## config.mk

```make
export PLATFORM = sky130hd
export DESIGN_NAME = trigger_capture_ctrl
export DESIGN_NICKNAME = d
export VERILOG_FILES = /design/src/rtl/trigger_capture_ctrl.sv
export SDC_FILE = /design/constraint.sdc
export NUM_CORES = 1
export LEC_CHECK = 0
export CORE_UTILIZATION = 55
export CTS_CLUSTER_DIAMETER = 100
export DETAILED_ROUTE_END_ITERATION = 8
export PLACE_DENSITY = 0.79
export SLEW_MARGIN = 20
export SYNTH_ARGS = -nofsm -noshare
export SYNTH_HDL_FRONTEND = slang
export SYNTH_SLANG_ARGS = --single-unit
```

## constraint.sdc

```tcl
create_clock -name clk -period 3.7 [get_ports clk]
set_input_delay 0.555 -clock clk [delete_from_list [all_inputs] [get_ports clk]]
set_output_delay 0.555 -clock clk [all_outputs]
set_load 0.1 [all_outputs]
```

## src/rtl/trigger_capture_ctrl.sv

```systemverilog
// Logic-analyzer trigger/capture sequencer: pre-trigger fill, armed level/edge match, post-trigger fill.
// Captures are registered one cycle after sample_en; there is no backpressure, so every qualifying strobe is written.
module trigger_capture_ctrl #(
    parameter int DATA_WIDTH = 8,
    parameter int CNT_WIDTH  = 16
) (
    input  logic                  clk,
    input  logic                  rst_n,
    input  logic [DATA_WIDTH-1:0] data_in,
    input  logic                  sample_en,
    input  logic                  arm,
    input  logic                  abort,
    input  logic [DATA_WIDTH-1:0] trig_mask,
    input  logic [DATA_WIDTH-1:0] trig_value,
    input  logic [DATA_WIDTH-1:0] edge_mask,
    input  logic [DATA_WIDTH-1:0] edge_pol,
    input  logic [CNT_WIDTH-1:0]  pretrig_len,
    input  logic [CNT_WIDTH-1:0]  posttrig_len,
    output logic [2:0]            state,
    output logic                  capture_en,
    output logic [DATA_WIDTH-1:0] capture_data,
    output logic                  capture_trig,
    output logic                  done
);

    typedef enum logic [2:0] {
        S_IDLE    = 3'd0,
        S_PRETRIG = 3'd1,
        S_ARMED   = 3'd2,
        S_POST    = 3'd3,
        S_DONE    = 3'd4
    } state_t;

    state_t cur_state, nxt_state;

    logic [DATA_WIDTH-1:0] cfg_trig_mask, cfg_trig_value, cfg_edge_mask, cfg_edge_pol;
    logic [CNT_WIDTH-1:0]  cfg_pretrig_len, cfg_posttrig_len;
    logic [CNT_WIDTH-1:0]  pre_cnt, post_cnt, pre_next, post_next;
    logic [DATA_WIDTH-1:0] prev;
    logic                  prev_valid;

    logic arm_ok, take, level_hit, edge_hit, trig_hit;

    assign arm_ok = arm && !abort && ((cur_state == S_IDLE) || (cur_state == S_DONE));
    assign take   = sample_en && !abort &&
                    ((cur_state == S_PRETRIG) || (cur_state == S_ARMED) || (cur_state == S_POST));

    assign level_hit = ((data_in ^ cfg_trig_value) & cfg_trig_mask) == '0;
    // Every edge-masked bit must have toggled and landed on its requested polarity.
    assign edge_hit  = (cfg_edge_mask == '0) ||
                       (prev_valid &&
                        (((prev ^ data_in) & cfg_edge_mask) == cfg_edge_mask) &&
                        (((data_in ^ cfg_edge_pol) & cfg_edge_mask) == '0));
    assign trig_hit  = take && (cur_state == S_ARMED) && level_hit && edge_hit;

    assign pre_next  = pre_cnt + CNT_WIDTH'(1);
    assign post_next = post_cnt + CNT_WIDTH'(1);

    always_ff @(posedge clk or negedge rst_n) begin
        if (!rst_n) cur_state <= S_IDLE;
        else        cur_state <= nxt_state;
    end

    always_comb begin
        nxt_state = cur_state;
        if (abort) begin
            nxt_state = S_IDLE;
        end else if (arm_ok) begin
            nxt_state = (pretrig_len != '0) ? S_PRETRIG : S_ARMED;
        end else begin
            case (cur_state)
                S_IDLE:    nxt_state = S_IDLE;
                S_PRETRIG: if (take && (pre_next == cfg_pretrig_len)) nxt_state = S_ARMED;
                S_ARMED:   if (trig_hit) nxt_state = (cfg_posttrig_len == '0) ? S_DONE : S_POST;
                S_POST:    if (take && (post_next == cfg_posttrig_len)) nxt_state = S_DONE;
                S_DONE:    nxt_state = S_DONE;
                default:   nxt_state = S_IDLE;
            endcase
        end
    end

    always_comb begin
        state = cur_state;
        done  = (cur_state == S_DONE);
    end

    always_ff @(posedge clk or negedge rst_n) begin
        if (!rst_n) begin
            cfg_trig_mask    <= '0;
            cfg_trig_value   <= '0;
            cfg_edge_mask    <= '0;
            cfg_edge_pol     <= '0;
            cfg_pretrig_len  <= '0;
            cfg_posttrig_len <= '0;
            pre_cnt          <= '0;
            post_cnt         <= '0;
            prev             <= '0;
            prev_valid       <= 1'b0;
            capture_en       <= 1'b0;
            capture_trig     <= 1'b0;
            capture_data     <= '0;
        end else begin
            capture_en   <= take;
            capture_trig <= trig_hit;
            if (arm_ok) begin
                cfg_trig_mask    <= trig_mask;
                cfg_trig_value   <= trig_value;
                cfg_edge_mask    <= edge_mask;
                cfg_edge_pol     <= edge_pol;
                cfg_pretrig_len  <= pretrig_len;
                cfg_posttrig_len <= posttrig_len;
                pre_cnt          <= '0;
                post_cnt         <= '0;
                prev_valid       <= 1'b0;
            end
            if (take) begin
                capture_data <= data_in;
                prev         <= data_in;
                prev_valid   <= 1'b1;
                if (cur_state == S_PRETRIG) pre_cnt  <= pre_next;
                if (cur_state == S_POST)    post_cnt <= post_next;
            end
        end
    end

endmodule
```

# Yosys cells after proc, flatten, opt, wreduce, memory -nomap -nowiden
# Index checks and enable logic that the tools add are counted.
# op_classes
addsub	2
n_bitwise	6
n_eq_ne	10
n_mux	16
n_reduce_logical	24
# ops
cell	n
$mux 16	6
$add 16x1->16 const B	2
$eq 16x16->1	2
$and 8x8->8	3
$logic_not 8->1	3
$xor 8x8->8	3
$mux 3	6
$logic_not 16->1	1
$reduce_bool 16->1	1
$pmux 3 s4	1
$logic_and 1x1->1	11
$eq 8x8->1	1
$ne 4x4->1 const B	2
$eq 3x2->1 const B	2
$logic_or 1x1->1	4
$ne 4x3->1 const B	1
$eq 3x1->1 const B	1
$eq 3x3->1 const B	1
$logic_not 3->1	1
$reduce_and 3->1	1
$mux 1	2
$mux 2	1
$reduce_bool 2->1	1
$logic_not 1->1	1
# word_totals
ff_bits	110

# Depth between registers and ports, before layout
# logic_depth
ltp_word	11
ltp_mapped	10
mapped_depth_nobuf	9

# Worst setup path before layout
# OpenSTA, ideal clock, no wires.
# synth_path
path_type	flip-flop to flip-flop
from	reg cur_state[2], in the netlist state[2]
to	reg cur_state[0], in the netlist state[0]
required_ps	3576
path_stages_with_launch	9
setup_slack_ps	1002
arrival_ps	2574
period_less_slack_ps	2698
setup_ps	124
cell_sequence	dfrtp_1 -> buf_2 -> or3b_1 -> nor2_1 -> nand4_1 -> or4_1 -> nor3_1 -> a211oi_1 -> o31a_1
# synth_between
elab_chain_len	9
# synth_rtl
element	line	rtl
start: declaration	34	state_t cur_state, nxt_state;
start signal: assignment	61	else cur_state <= nxt_state;
$eq 3x1->1 or $eq 3x2->1 (tied branches)	46, 71, 54	
$logic_or 1x1->1 (2 in a row)	46	((cur_state == S_PRETRIG) || (cur_state == S_ARMED) || (cur_state == S_POST));
$logic_and 1x1->1	45	assign take = sample_en && !abort &&
$logic_and 1x1->1 (3 in a row)	54	assign trig_hit = take && (cur_state == S_ARMED) && level_hit && edge_hit;
$ne 4x4->1 (no line)	-	
$reduce_and 3->1 (no line)	-	
# Parallel ways exist; a longest one is shown, timed or not.
# A chain may end at the register's enable or synchronous reset.

# Final worst setup path
# layout_path
from	reg post_cnt[0]
to	reg cur_state[1], in the netlist state[1]
# layout_between
elab_chain_len	5
# layout_rtl
element	line	rtl
start: declaration	38	logic [CNT_WIDTH-1:0] pre_cnt, post_cnt, pre_next, post_next;
start signal: assignment	121	if (cur_state == S_POST) post_cnt <= post_next;
$add 16x1->16	57	assign post_next = post_cnt + CNT_WIDTH'(1);
$eq 16x16->1	75	S_POST: if (take && (post_next == cfg_posttrig_len)) nxt_state = S_DONE;
$logic_and 1x1->1	75	
$ne 4x3->1 (no line)	-	
$reduce_and 3->1 (no line)	-	
# Every way passes these cells.

==> run summary <==
Final Hold Vio Count: 0
initial core utilization: 57.4%
worst-margin pin slew: 1.04 ns
FF/Latch Area: 0.00275 mm2
clock sinks: 110
RePlAce Congestion: 0.941
n_diodes: 0
Yosys cell types: 58
Worst setup SP type: flop
status: finished clean
area of the multi-input gates: 0.00306 mm2
number of setup buffers added after CTS: 0
I/O pins: 91
DRC Markers: 0
Fmax achieved: 334 MHz
Final #Nets: 860
IO buf count: 90
Worst Path Required: 3.94 ns
largest net degree at the start of global routing: 65
initial antenna violation count: 0
critical path type: reg2reg
clk buf depth: 2
DRT iter0 DRCs: 345
peak supply drop: 581 uV
fraction of layout cells with a size suffix above 1: 5.73%
Die Height: 106 um
Fin Hold WS: 0.272 ns
total number of yosys warnings: 0
cts bufs inserted: 9
setup TNS: 0 ns
Routed WL: 15.1 mm
CTS tree: built
synth-to-layout area growth: 20.2%
# H-tree levels: 3
Final HPWL DP: 10.8 mm
Pleak: 0.00325 uW
crit-path max FO: 9
PD cells: 648 mW/mm2
number of enable flip-flop cells after synthesis: 0
area of the mapped netlist: 0.00597 mm2
Core Footprint: 0.0104 mm2
Hold Crit Class: in2async
post-cts hold buffer count: 0
main flop type after synthesis: dfrtp_1
Final ANT Viol Nets: 0
Final Max Slew Viols: 0
Worst setup EP type: flop
Skew-Pair Late Insertion Delay: 0.38 ns
CTS resizes: 0
Setup-failing EPs final: 0
DR pass1 iterations: 5
FP Rows: 37
RSZ-0062 raised after global routing: false
total track usage: 28.8%
first-pass GRT wire length: 25.6 mm
drt wl/cell: 16.4 um
max_cap viols: 0
Die ar.: 0.0113 mm2
clk root buf: clkbuf_8
post-synth net total: 786
Mean Syn Cell Area: 8.45 um2
Die W: 106 um
# fillers: 828
routed via count: 5322
post-route clock period utilization: 81.0%
flops & latches, synth: 110
CP arrival: 3.24 ns
DR vias/cell: 5.78
Min Clock Period, post-route: 3.00 ns
vias in the first global route: 5268
max_slew headroom: 30.6%
post-synthesis sequential area ratio: 46.1%
Worst Skew: 0.00802 ns
Syn Inst Count: 707
FFs w/ async S/R, synth: 100%
Clk pin slew, worst setup/hold paths: 0.10 ns
GRT overflow: 0
power by group:
part	switching (uW)	leakage [uW]	total [uW]	internal, uW
registers	406	0.00142	2000	1600
clock network	398	0.000107	797	398
logic	1150	0.00173	1850	704
metal layers:
layer / part of all wire (%) / track usage, % / vias to the layer above
li1: - / - / 2574
met1: 44 / 39.3 / 2538
met2: 46 / 44.5 / 184
met3: 7.4 / 7.36 / 26
met4: 2.4 / 10.3 / 0
met5: 0 / 0 / -
critical path: stages (launching register included):
cell	delay, ns
dfrtp_1	0.49
ha_1	0.39
nand3_2	0.20
nor2_1	0.25
xor2_1	0.27
mux2_2	0.37
o311ai_0	0.31
a31oi_1	0.20
o31ai_1	0.28
a22oi_1	0.10
cell type report:
class                   count  area share [%]
clock inverters             3           0.958
inverters                   4           0.209
repair buffers            100            13.5
flip-flops and latches    110            38.3
well taps                 136            2.37
multi-input cells         556            42.6
clock buffers              12            2.02
Yosys cell counts (3+ instances only):
| library cell | instances | share of area, % |
|---|---|---|
| or3_1 | 4 | 0.42 |
| inv_1 | 4 | 0.25 |
| nor4_1 | 11 | 1.2 |
| o221ai_1 | 8 | 1.2 |
| nand4_1 | 12 | 1.3 |
| xor2_1 | 28 | 4.1 |
| a21oi_1 | 9 | 0.75 |
| nand2b_1 | 8 | 0.84 |
| and3_1 | 11 | 1.2 |
| clkbuf_1 | 25 | 1.6 |
| o21ai_0 | 55 | 4.6 |
| nor3_1 | 7 | 0.59 |
| buf_2 | 7 | 0.59 |
| dfrtp_1 | 110 | 46 |
| a31oi_1 | 7 | 0.73 |
| a21o_1 | 3 | 0.38 |
| nor3b_1 | 3 | 0.38 |
| xnor2_1 | 24 | 3.5 |
| and4_1 | 3 | 0.44 |
| o31ai_1 | 17 | 2.1 |
| nor2_1 | 36 | 2.3 |
| or4_1 | 4 | 0.50 |
| nor2b_1 | 4 | 0.42 |
| and2_1 | 5 | 0.52 |
| mux2_2 | 9 | 1.7 |
| nand3_2 | 3 | 0.50 |
| nand3_1 | 18 | 1.5 |
| nand2_1 | 234 | 15 |
| buf_1 | 3 | 0.19 |
cells by family (layout without fill, tap and decap cells):
logic type                 Yosys count  after routing  synth area share, %
DFF                                110            110                 46.1
adders and majority gates            3              3                0.586
and+or+nand+nor                    374            374                 28.5
muxes                               10             10                 1.86
xor gates and xnor gates            53             53                 7.90
AOI/OAI and AO/OA                  116            116                 12.3
buffers and inverters               41            119                 2.85
cells in the final DEF (no fill, tap or decap), drive strengths merged, types with 3 or more instances in the layout:
cell,instances
a21o,3
a21oi,9
a31oi,7
and2,6
and3,11
and4,3
buf,12
clkbuf,12
clkdlybuf4s50,88
dfrtp,110
inv,4
mux2,9
nand2,235
nand2b,8
nand3,21
nand4,13
nor2,36
nor2b,4
nor3,7
nor3b,3
nor4,12
o21ai,55
o221ai,8
o31ai,17
or3,5
or4,4
xnor2,25
xor2,28
worst paths after layout:
kind	slack (ns)	startpoint	to	depth (start not counted)
max	0.70	post_cnt[0]	state[1]	9
min	0.27	rst_n	cfg_pretrig_len[8]	1
max reg2reg	0.70	post_cnt[0]	state[1]	9
min reg2reg	0.49	cfg_trig_mask[3]	cfg_trig_mask[3]	2
max in group asynchronous	2.57	rst_n	cfg_edge_mask[1]	2
min in group clk	0.49	cfg_trig_mask[3]	cfg_trig_mask[3]	2
sequential cells by signal, summed over array words and instances (netlist names), 3 cells and up:
register	cells
cfg_pretrig_len	16
pre_cnt	16
cfg_trig_value	8
cfg_trig_mask	8
cfg_posttrig_len	16
post_cnt	16
state	3
cfg_edge_pol	8
prev	8
cfg_edge_mask	8
through the flow:
| step | util [%] | cells | power (uW) | cell area (um2) | worst slack, ns |
|---|---|---|---|---|---|
| 6_report | 68.9 | 921 | 4650 | 7180 | 0.702 |
| 5_1_grt | 68.9 | 921 | 4950 | 7180 | 0.456 |
| 2_1_floorplan | - | 707 | 3280 | 5970 | 1.00 |
| 4_1_cts | 68.9 | 921 | 4660 | 7180 | 0.751 |
| 3_3_place_gp | 66.9 | 906 | 3800 | 6970 | 0.780 |
| 3_5_place_dp | 66.9 | 906 | 3860 | 6970 | 0.651 |
No activity file was read; power rests on OpenSTA's default activity.
